==> src/rtl/cmd_issuer_if.sv <==
`default_nettype none
// ============================================================================
//  Module   : cmd_issuer_if
//  Brief    : Command-queue, scoreboard, dispatch and completion signals of
//             the command issuer, bundled with master/slave views.
//  Revision : 1.0
// ============================================================================
interface cmd_issuer_if #(
    parameter int PROC_COUNT = 4,
    parameter int CMD_ID_W   = 8
);
    localparam int CORE_W = $clog2(PROC_COUNT);

    logic                  i_cmd_valid;
    logic                  o_cmd_ready;
    logic [CMD_ID_W-1:0]   i_cmd_id;
    logic [CMD_ID_W-1:0]   i_dep_id;
    logic                  o_sb_read;
    logic                  i_sb_resp;
    logic                  i_sb_exists;
    logic                  o_sb_write;
    logic                  o_sb_flush;
    logic [CMD_ID_W-1:0]   o_sb_id;
    logic [CORE_W-1:0]     o_sb_core;
    logic                  o_disp_valid;
    logic                  i_disp_ready;
    logic [CORE_W-1:0]     o_disp_core;
    logic [CMD_ID_W-1:0]   o_disp_cmd_id;
    logic [PROC_COUNT-1:0] i_done;
    logic [PROC_COUNT-1:0] o_busy;

    modport slave (
        input  i_cmd_valid, i_cmd_id, i_dep_id, i_sb_resp, i_sb_exists,
               i_disp_ready, i_done,
        output o_cmd_ready, o_sb_read, o_sb_write, o_sb_flush, o_sb_id,
               o_sb_core, o_disp_valid, o_disp_core, o_disp_cmd_id, o_busy
    );

    modport master (
        output i_cmd_valid, i_cmd_id, i_dep_id, i_sb_resp, i_sb_exists,
               i_disp_ready, i_done,
        input  o_cmd_ready, o_sb_read, o_sb_write, o_sb_flush, o_sb_id,
               o_sb_core, o_disp_valid, o_disp_core, o_disp_cmd_id, o_busy
    );
endinterface
`default_nettype wire

==> src/rtl/cmd_issuer.sv <==
`default_nettype none
// ============================================================================
//  Module   : cmd_issuer
//  Brief    : Holds one command until its dependency retires, allocates a
//             free core, dispatches, and keeps the scoreboard in step.
//  Revision : 1.0
// ============================================================================
module cmd_issuer #(
    parameter int PROC_COUNT   = 4,
    parameter int CMD_ID_W     = 8,
    parameter int RETRY_CYCLES = 4
) (
    input  wire logic   i_clk,
    input  wire logic   i_rst,
    cmd_issuer_if.slave bus
);
    localparam int CORE_W = $clog2(PROC_COUNT);
    localparam int CNT_W  = (RETRY_CYCLES > 1) ? $clog2(RETRY_CYCLES) : 1;

    typedef enum logic [2:0] {
        S_IDLE     = 3'd0,
        S_LOOKUP   = 3'd1,
        S_WAIT_DEP = 3'd2,
        S_ALLOC    = 3'd3,
        S_DISPATCH = 3'd4,
        S_REGISTER = 3'd5
    } state_t;

    state_t                              state_q, state_d;
    logic [CMD_ID_W-1:0]                 cmd_id_q, cmd_id_d;
    logic [CMD_ID_W-1:0]                 dep_id_q, dep_id_d;
    logic [CORE_W-1:0]                   core_q, core_d;
    logic [CNT_W-1:0]                    cnt_q, cnt_d;
    logic [PROC_COUNT-1:0]               busy_q, busy_d;
    logic [PROC_COUNT-1:0]               pend_q, pend_d;
    logic [PROC_COUNT-1:0][CMD_ID_W-1:0] id_q, id_d;

    logic                  w_flush_any;
    logic [CORE_W-1:0]     w_flush_idx;
    logic [PROC_COUNT-1:0] w_flush_vec;
    logic [PROC_COUNT-1:0] w_avail;
    logic                  w_alloc_ok;
    logic [CORE_W-1:0]     w_alloc_idx;
    logic                  w_disp_hs;
    logic [PROC_COUNT-1:0] w_disp_vec;
    logic [PROC_COUNT-1:0] w_done_eff;
    logic                  w_cmd_ready;
    logic                  w_sb_write;

    // Core bookkeeping: busy map, pending flushes and per-core command ids.
    always_comb begin
        w_flush_any = (pend_q != '0) && (state_q != S_LOOKUP);
        w_flush_idx = '0;
        for (int i = PROC_COUNT - 1; i >= 0; i--) begin
            if (pend_q[i]) w_flush_idx = CORE_W'(i);
        end
        w_flush_vec = w_flush_any ? (PROC_COUNT'(1) << w_flush_idx) : '0;
        // A core whose flush goes out this cycle no longer needs its id reg.
        w_avail     = ~busy_q & ~(pend_q & ~w_flush_vec);
        w_alloc_ok  = (w_avail != '0);
        w_alloc_idx = '0;
        for (int i = PROC_COUNT - 1; i >= 0; i--) begin
            if (w_avail[i]) w_alloc_idx = CORE_W'(i);
        end
        w_disp_hs  = (state_q == S_DISPATCH) && bus.i_disp_ready;
        w_disp_vec = w_disp_hs ? (PROC_COUNT'(1) << core_q) : '0;
        w_done_eff = bus.i_done & busy_q & ~w_disp_vec;
        busy_d     = (busy_q & ~w_done_eff) | w_disp_vec;
        pend_d     = (pend_q & ~w_flush_vec) | w_done_eff;
        id_d       = id_q;
        if (w_disp_hs) id_d[core_q] = cmd_id_q;
    end

    assign w_cmd_ready = (state_q == S_IDLE) && (pend_q == '0) && !i_rst;
    assign w_sb_write  = (state_q == S_REGISTER) && !w_flush_any;

    always_comb begin
        state_d  = state_q;
        cmd_id_d = cmd_id_q;
        dep_id_d = dep_id_q;
        core_d   = core_q;
        cnt_d    = cnt_q;
        case (state_q)
            S_IDLE: begin
                if (bus.i_cmd_valid && w_cmd_ready) begin
                    cmd_id_d = bus.i_cmd_id;
                    dep_id_d = bus.i_dep_id;
                    state_d  = (bus.i_dep_id != '0) ? S_LOOKUP : S_ALLOC;
                end
            end
            S_LOOKUP: begin
                if (bus.i_sb_resp) begin
                    cnt_d   = '0;
                    state_d = bus.i_sb_exists ? S_WAIT_DEP : S_ALLOC;
                end
            end
            S_WAIT_DEP: begin
                if (cnt_q == CNT_W'(RETRY_CYCLES - 1)) state_d = S_LOOKUP;
                else                                   cnt_d   = cnt_q + CNT_W'(1);
            end
            S_ALLOC: begin
                if (w_alloc_ok) begin
                    core_d  = w_alloc_idx;
                    state_d = S_DISPATCH;
                end
            end
            S_DISPATCH: begin
                if (bus.i_disp_ready) state_d = S_REGISTER;
            end
            S_REGISTER: begin
                if (w_sb_write) state_d = S_IDLE;
            end
            default: state_d = S_IDLE;
        endcase
    end

    always_ff @(posedge i_clk or posedge i_rst) begin
        if (i_rst) begin
            state_q  <= S_IDLE;
            cmd_id_q <= '0;
            dep_id_q <= '0;
            core_q   <= '0;
            cnt_q    <= '0;
            busy_q   <= '0;
            pend_q   <= '0;
            id_q     <= '0;
        end else begin
            state_q  <= state_d;
            cmd_id_q <= cmd_id_d;
            dep_id_q <= dep_id_d;
            core_q   <= core_d;
            cnt_q    <= cnt_d;
            busy_q   <= busy_d;
            pend_q   <= pend_d;
            id_q     <= id_d;
        end
    end

    // Scoreboard key follows the single strobe granted: read > flush > write.
    always_comb begin
        bus.o_sb_id = '0;
        if (state_q == S_LOOKUP) bus.o_sb_id = dep_id_q;
        else if (w_flush_any)    bus.o_sb_id = id_q[w_flush_idx];
        else if (w_sb_write)     bus.o_sb_id = cmd_id_q;
    end

    assign bus.o_cmd_ready   = w_cmd_ready;
    assign bus.o_sb_read     = (state_q == S_LOOKUP);
    assign bus.o_sb_flush    = w_flush_any;
    assign bus.o_sb_write    = w_sb_write;
    assign bus.o_sb_core     = core_q;
    assign bus.o_disp_valid  = (state_q == S_DISPATCH);
    assign bus.o_disp_core   = core_q;
    assign bus.o_disp_cmd_id = cmd_id_q;
    assign bus.o_busy        = busy_q;
endmodule
`default_nettype wire
==> src/flat_wrapper.sv <==
// flat-port wrapper written by rule: the top's interface ports become plain ports
module cmd_issuer_flat 
#(
    parameter int PROC_COUNT   = 4,
    parameter int CMD_ID_W     = 8,
    parameter int RETRY_CYCLES = 4
)
  (i_clk, i_rst, bus_i_cmd_valid, bus_i_cmd_id, bus_i_dep_id, bus_i_sb_resp, bus_i_sb_exists, bus_i_disp_ready, bus_i_done, bus_o_cmd_ready, bus_o_sb_read, bus_o_sb_write, bus_o_sb_flush, bus_o_sb_id, bus_o_sb_core, bus_o_disp_valid, bus_o_disp_core, bus_o_disp_cmd_id, bus_o_busy);
  cmd_issuer_if #(.PROC_COUNT(PROC_COUNT), .CMD_ID_W(CMD_ID_W)) bus_i ();
  input  wire logic i_clk;
  input  wire logic i_rst;
  input wire logic [$bits(bus_i.i_cmd_valid)-1:0] bus_i_cmd_valid;
  input wire logic [$bits(bus_i.i_cmd_id)-1:0] bus_i_cmd_id;
  input wire logic [$bits(bus_i.i_dep_id)-1:0] bus_i_dep_id;
  input wire logic [$bits(bus_i.i_sb_resp)-1:0] bus_i_sb_resp;
  input wire logic [$bits(bus_i.i_sb_exists)-1:0] bus_i_sb_exists;
  input wire logic [$bits(bus_i.i_disp_ready)-1:0] bus_i_disp_ready;
  input wire logic [$bits(bus_i.i_done)-1:0] bus_i_done;
  output wire logic [$bits(bus_i.o_cmd_ready)-1:0] bus_o_cmd_ready;
  output wire logic [$bits(bus_i.o_sb_read)-1:0] bus_o_sb_read;
  output wire logic [$bits(bus_i.o_sb_write)-1:0] bus_o_sb_write;
  output wire logic [$bits(bus_i.o_sb_flush)-1:0] bus_o_sb_flush;
  output wire logic [$bits(bus_i.o_sb_id)-1:0] bus_o_sb_id;
  output wire logic [$bits(bus_i.o_sb_core)-1:0] bus_o_sb_core;
  output wire logic [$bits(bus_i.o_disp_valid)-1:0] bus_o_disp_valid;
  output wire logic [$bits(bus_i.o_disp_core)-1:0] bus_o_disp_core;
  output wire logic [$bits(bus_i.o_disp_cmd_id)-1:0] bus_o_disp_cmd_id;
  output wire logic [$bits(bus_i.o_busy)-1:0] bus_o_busy;
  assign bus_i.i_cmd_valid = bus_i_cmd_valid;
  assign bus_i.i_cmd_id = bus_i_cmd_id;
  assign bus_i.i_dep_id = bus_i_dep_id;
  assign bus_i.i_sb_resp = bus_i_sb_resp;
  assign bus_i.i_sb_exists = bus_i_sb_exists;
  assign bus_i.i_disp_ready = bus_i_disp_ready;
  assign bus_i.i_done = bus_i_done;
  assign bus_o_cmd_ready = bus_i.o_cmd_ready;
  assign bus_o_sb_read = bus_i.o_sb_read;
  assign bus_o_sb_write = bus_i.o_sb_write;
  assign bus_o_sb_flush = bus_i.o_sb_flush;
  assign bus_o_sb_id = bus_i.o_sb_id;
  assign bus_o_sb_core = bus_i.o_sb_core;
  assign bus_o_disp_valid = bus_i.o_disp_valid;
  assign bus_o_disp_core = bus_i.o_disp_core;
  assign bus_o_disp_cmd_id = bus_i.o_disp_cmd_id;
  assign bus_o_busy = bus_i.o_busy;
  cmd_issuer #(.PROC_COUNT(PROC_COUNT), .CMD_ID_W(CMD_ID_W), .RETRY_CYCLES(RETRY_CYCLES)) u_core (.i_clk(i_clk), .i_rst(i_rst), .bus(bus_i));
endmodule
==> config.mk <==
export PLATFORM = sky130hd
export DESIGN_NAME = cmd_issuer_flat
export DESIGN_NICKNAME = d
export VERILOG_FILES = /design/src/rtl/cmd_issuer_if.sv /design/src/rtl/cmd_issuer.sv /design/src/flat_wrapper.sv
export SDC_FILE = /design/constraint.sdc
export NUM_CORES = 1
export LEC_CHECK = 0
export CAP_MARGIN = 20
export CORE_AREA = 2 2 82 84
export DETAILED_ROUTE_END_ITERATION = 8
export DIE_AREA = 0 0 84 86
export PLACE_DENSITY = 0.75
export SLEW_MARGIN = 20
export SYNTH_ARGS = -nofsm -noshare
export SYNTH_HDL_FRONTEND = slang
export SYNTH_SLANG_ARGS = --single-unit
==> constraint.sdc <==
create_clock -name i_clk -period 2.43 [get_ports i_clk]
set_clock_uncertainty 0.05 [all_clocks]
set_input_delay 0.243 -clock i_clk [delete_from_list [all_inputs] [get_ports i_clk]]
set_output_delay 0.243 -clock i_clk [all_outputs]
set_load 0.05 [all_outputs]
==> After elaboration in Yosys (flattened, before gate mapping) <==
Cells that the tools add are included.
W data, S select, Z words.
{ "word_totals": {"reg_bits": 63, "input_bits": 26, "output_inout_bits": 29, "elab_cells": 92} }
{ "classes": {"add_sub_neg": 1, "magnitude_cmp": 3, "n_eq_ne": 14, "shifts": 2, "mux": 30, "bitwise": 12, "n_reduce_logical": 19} }
{ "op_table": {"columns": ["operator", "n"], "rows": [
  ["$mux W8", 5],
  ["$bwmux W32", 1],
  ["$mux W2", 11],
  ["$and A4 B4 Y4", 5],
  ["$not A4 Y4", 5],
  ["$mux W3", 6],
  ["$pmux W3 S6", 1],
  ["$bmux W8 S2", 1],
  ["$demux W8 S2", 1],
  ["$ne A2 B2 Y1 const B", 5],
  ["$mux W4", 2],
  ["$or A4 B4 Y4", 2],
  ["$reduce_bool A4 Y1", 2],
  ["$reduce_bool A8 Y1", 1],
  ["$shl A1 B2 Y4 const A", 2],
  ["$logic_and A1 B1 Y1", 7],
  ["$eq A3 B2 Y1 const B", 2],
  ["$eq A3 B3 Y1 const B", 2],
  ["$lt A2 B3 Y1 const B", 2],
  ["$reduce_and A6 Y1", 1],
  ["$logic_not A4 Y1", 1],
  ["$ne A2 B1 Y1 const B", 2],
  ["$pmux W2 S2", 1],
  ["$reduce_and A2 Y1", 2],
  ["other kinds (10)", 11]
]} }

==> Logic depth before layout (Yosys ltp) <==
{ "logic_depth": {"ltp_word": 14, "mapped_depth": 7, "mapped_depth_nobuf": 5} }

==> Worst setup path before layout <==
No wires, ideal clock.
{ "synth_path": {"kind": "reg2out", "from": "reg u_core.pend_q[0]", "to": "out bus_o_sb_id[0]", "arrival_time_ns": 2.366, "required_time_ns": 2.137, "path_slack_ns": -0.229, "path_stages_with_launch": 7, "n_path_buf": 1, "path_cell_list": "dfrtp_1 -> buf_6 -> nor4_4 -> nand2_1 -> nor3b_2 -> nand2_1 -> nand2_1"} }
{ "synth_between": {"elab_chain_cells": 7, "word_cells_on_any_way": 10, "classes_between": "mux (6); reduce/logical (4)"} }
{ "synth_rtl": {"columns": ["item", "line", "source"], "rows": [
  ["from (decl)", "cmd_issuer.sv:35", "logic [PROC_COUNT-1:0] pend_q, pend_d;"],
  ["from (signal assigned)", "cmd_issuer.sv:134", "pend_q <= pend_d;"],
  ["$reduce_bool A4 Y1", "cmd_issuer.sv:52", "w_flush_any = (pend_q != '0) && (state_q != S_LOOKUP);"],
  ["$logic_and A1 B1 Y1", "cmd_issuer.sv:52", null],
  ["$logic_not A1 Y1", "cmd_issuer.sv:75", "assign w_sb_write = (state_q == S_REGISTER) && !w_flush_any;"],
  ["$logic_and A1 B1 Y1", "cmd_issuer.sv:75", null],
  ["net bus_o_sb_write", "flat_wrapper.sv:21", "output wire logic [$bits(bus_i.o_sb_write)-1:0] bus_o_sb_write;"],
  ["$mux W8", "cmd_issuer.sv:144", "else if (w_sb_write) bus.o_sb_id = cmd_id_q;"],
  ["$mux W8", "cmd_issuer.sv:143", "else if (w_flush_any) bus.o_sb_id = id_q[w_flush_idx];"],
  ["$mux W8", "cmd_issuer.sv:142", "if (state_q == S_LOOKUP) bus.o_sb_id = dep_id_q;"],
  ["to (decl)", "flat_wrapper.sv:23", "output wire logic [$bits(bus_i.o_sb_id)-1:0] bus_o_sb_id;"]
]} }
The timed path passes the listed nets, and every way through them passes these cells. The select of a mux whose other input is x is not followed.

==> Worst setup path after layout <==
{ "layout_path": {"from": "reg u_core.pend_q[3]", "to": "out bus_o_sb_id[7]"} }
{ "layout_between": {"elab_chain_cells": 8, "word_cells_on_any_way": 13, "classes_between": "mux (9); reduce/logical (4)"} }
{ "layout_rtl": {"columns": ["item", "line", "source"], "rows": [
  ["$mux W2 (4 in series)", "cmd_issuer.sv:55", "if (pend_q[i]) w_flush_idx = CORE_W'(i);"],
  ["$bmux W8 S2", "cmd_issuer.sv:143", null],
  ["$mux W8 (not written as such)", "cmd_issuer.sv:143", null],
  ["$mux W8 (*)", "cmd_issuer.sv:143", null],
  ["$mux W8 (*)", "cmd_issuer.sv:142", null]
]} }
Every way passes the cells marked *; elsewhere a longest branch is shown, timed or not. The select of a mux whose other input is x is not followed.

==> results.sh <==
export IMPL_reg2reg_depth=8
export IMPL_h_tree_depth=3
export IMPL_timing_rr_start="u_core.pend_q[2]"
export IMPL_tightest_slew_ps=557
export IMPL_rsz0062_at_grt="yes"
export IMPL_synth_top_cell_by_area="dfrtp_1"
export IMPL_ys_seq_area_share_pct=51.0
export IMPL_hold_viol=0
export IMPL_yosysWarnings=0
export IMPL_yosys_cell_types_count=44
export IMPL_nNetsFinal=341
export IMPL_via_per_inst=5.76
export IMPL_netlist_top_cells_area="dfrtp_1, mux2_2, mux4_2, mux2_4, nand2_1"
export IMPL_internal_power_mw=3.35
export IMPL_root_buffer="clkbuf_8"
export IMPL_ir_worst_vdd_uv=816
export IMPL_drt_first_pass_iters=4
export IMPL_layout_cells_non_filler=396
export IMPL_io_pins=55
export IMPL_status="complete, no violations"
export IMPL_core_sq_um=6280
export IMPL_chipHeight_um=86
export IMPL_power_total_mw=5.54
export IMPL_pwr_share_comb_pct=46.9
export IMPL_stdcell_area_sq_um=4220
export IMPL_final_common_cell="dfrtp_1"
export IMPL_p_leak_nw=1.96
export IMPL_seq_area_sq_um=1580
export IMPL_grt_ovfl_total=0
export IMPL_drive_above_1_share_pct=40.4
export IMPL_start_kind="register"
export IMPL_grt_pass1_wl_um=12100
export IMPL_drc=0
export IMPL_cp_arrival_ps=2120
export IMPL_syn_nets=268
export IMPL_cp_startpoint="u_core.pend_q[3]"
export IMPL_seq_power_share_pct=31.3
export IMPL_postRouteAntennaNets=0
export IMPL_cts_path_max_buffers=2
export IMPL_cts_made_buffers=9
export IMPL_synthCells=241
export IMPL_drv_cap=0
export IMPL_drt_iter0_drc=107
export IMPL_power_frac_clock_pct=21.8
export IMPL_finalCriticalPeriod_ps=2420
export IMPL_synth_edf_count=0
export IMPL_initial_core_util_pct=49.3
export IMPL_min_path_type="in -> async"
export IMPL_io_buffers=54
export IMPL_synth_top_area_share_pct=51.0
export IMPL_crit_end="bus_o_sb_id[7]"
export IMPL_fillers=460
export IMPL_place_congestion=0.867
export IMPL_rows=29
export IMPL_clock_latency_ps=350
export IMPL_slew_headroom_pct=62.7
export IMPL_swShare_pct=39.6
export IMPL_num_antenna_cells=0
export IMPL_dp_cells=374
export IMPL_clock_sinks=63
export IMPL_drt_wl_total_um=7370
export IMPL_grt_pass1_vias=2351
export IMPL_fp_dieW_um=84
export IMPL_syn_to_final_growth_pct=36.4
export IMPL_place_hpwl_um=4620
export IMPL_timing_fmax_ghz=0.414
export IMPL_drv_slew=0
export IMPL_async_reset_ff_share_pct=100
export IMPL_cp_data_required_time_ps=2140
export IMPL_rrSetupSlack_ps=180
export IMPL_end_kind="output pin"
export IMPL_dpl_instance_area_sq_um=3790
export IMPL_holdBufCountCts=0
export IMPL_syn_area_sq_um=3090
export IMPL_path_max_fanout=4
export IMPL_setup_viol=0
export IMPL_p_switching_mw=2.19
export IMPL_grt_max_degree=64
export IMPL_final_cell_mix="dfrtp_1, clkdlybuf4s50_1, mux2_2, nand2_1, buf_4"
export IMPL_period_share_pct=99.4
export IMPL_synth_ff_type="dfrtp_1"
export IMPL_clk_pin_slew_ps=70
export IMPL_tritoncts="yes"
export IMPL_die_area_sq_um=7220
export IMPL_whs_ps=313
export IMPL_multiInputGateArea_sq_um=1490
export IMPL_crit_type="reg -> out"
export IMPL_powerDensity_nw_per_um2=1310
export IMPL_vias=2279
export IMPL_track_usage_pct=22.2
export IMPL_r2r_end="u_core.dep_id_q[0]"
export IMPL_syn_avg_cell_area_sq_um=12.8
export IMPL_antenna_found_initial=0
export IMPL_wl_per_cell_um=18.6
export IMPL_synth_seq_cells=63
[power by group through the flow]
stage | Clock [mW] | Combinational, mW | Sequential (mW)
global placement | 0 | 2.38 | 1.72
finish | 1.21 | 2.60 | 1.74
global route | 1.27 | 2.75 | 1.79
CTS | 1.21 | 2.52 | 1.72
floorplan | 0 | 1.45 | 1.91
detailed placement | 0 | 2.40 | 1.73
[cell families after synthesis]
| family | Yosys count | synth area share [%] |
|---|---|---|
| AOI/OAI and AO/OA | 36 | 8.05 |
| muxes | 57 | 24.9 |
| and+or+nand+nor | 64 | 12.3 |
| DFF | 63 | 51.0 |
| adders and majority gates | 1 | 0.404 |
| buffers and inverters | 20 | 3.48 |
[layer usage]
metal / track usage [%] / vias up / wire length [um]
met1: 30.0 / 1143 / 3290
li1: - / 1034 / -
met2: 34.3 / 87 / 3490
met3: 5.29 / 15 / 404
met4: 9.82 / 0 / 191
met5: 0 / - / 0
[worst min path at each step]
stage,to,from,cells past startpoint
finish,u_core.state_q[1],i_rst,3
global route,u_core.state_q[1],i_rst,3
CTS,u_core.id_q[3],i_rst,3
detailed placement,u_core.id_q[26],u_core.id_q[26],1
global placement,u_core.id_q[10],u_core.id_q[10],1
floorplan,u_core.bus.o_busy[2],bus_i_done[2],1
[synth_stat cells (2+ instances only)]
| cell | number |
|---|---|
| inv_1 | 8 |
| clkbuf_1 | 4 |
| mux4_2 | 8 |
| nor2_1 | 7 |
| or4_1 | 4 |
| nor2b_1 | 2 |
| buf_2 | 2 |
| a21o_1 | 2 |
| dfrtp_1 | 63 |
| nand3b_1 | 3 |
| mux2_4 | 10 |
| a21oi_1 | 7 |
| nand2_1 | 25 |
| o31ai_1 | 2 |
| nor3b_2 | 2 |
| nor4b_1 | 2 |
| mux2_2 | 38 |
| o21ai_0 | 8 |
| buf_6 | 2 |
| nor4_1 | 4 |
| buf_4 | 4 |
| a22oi_1 | 8 |
| nand3_1 | 5 |
[state kept, by name, indices dropped and copies added (netlist names)]
signal and cells:
u_core.bus.o_busy 4, u_core.bus.o_disp_cmd_id 8, u_core.bus.o_disp_core 2, u_core.cnt_q 2, u_core.dep_id_q 8, u_core.id_q 32, u_core.pend_q 4, u_core.state_q 3
[per-stage QoR]
stage / util, % / worst slack, ps / setup TNS (ps)
after floorplan: - / 5.21 / 0
after global placement: 60.3 / 231 / 0
after detailed placement: 60.3 / 224 / 0
after CTS: 66.4 / 0.823 / 0
after global routing: 67.2 / -69.9 / -253
final: 67.2 / 14.8 / 0
[area by class of cell]
type / instances / share of cell area (%)
flip-flops and latches: 63 / 37.5
multi-input cells: 158 / 35.3
repair buffers: 74 / 18.1
clock inverters: 6 / 3.14
clock buffers: 10 / 3.02
well taps: 77 / 2.28
inverters: 8 / 0.712
[critical path: stages, from the launching register on]
cell	delay, ps
dfrtp_2	450
nor2b_4	150
o21bai_4	140
buf_6	140
mux4_2	490
a22oi_1	160
nand2_1	80
buf_6	150
[timing repair]
item / 4_1_cts / 5_1_grt
pin swaps: 7 / 7
setup endpoints to repair: 8 / 9
gates cloned: 0 / 0
resized for setup: 20 / 10
setup buffers: 4 / 2
(Power assumes the default switching activity.)
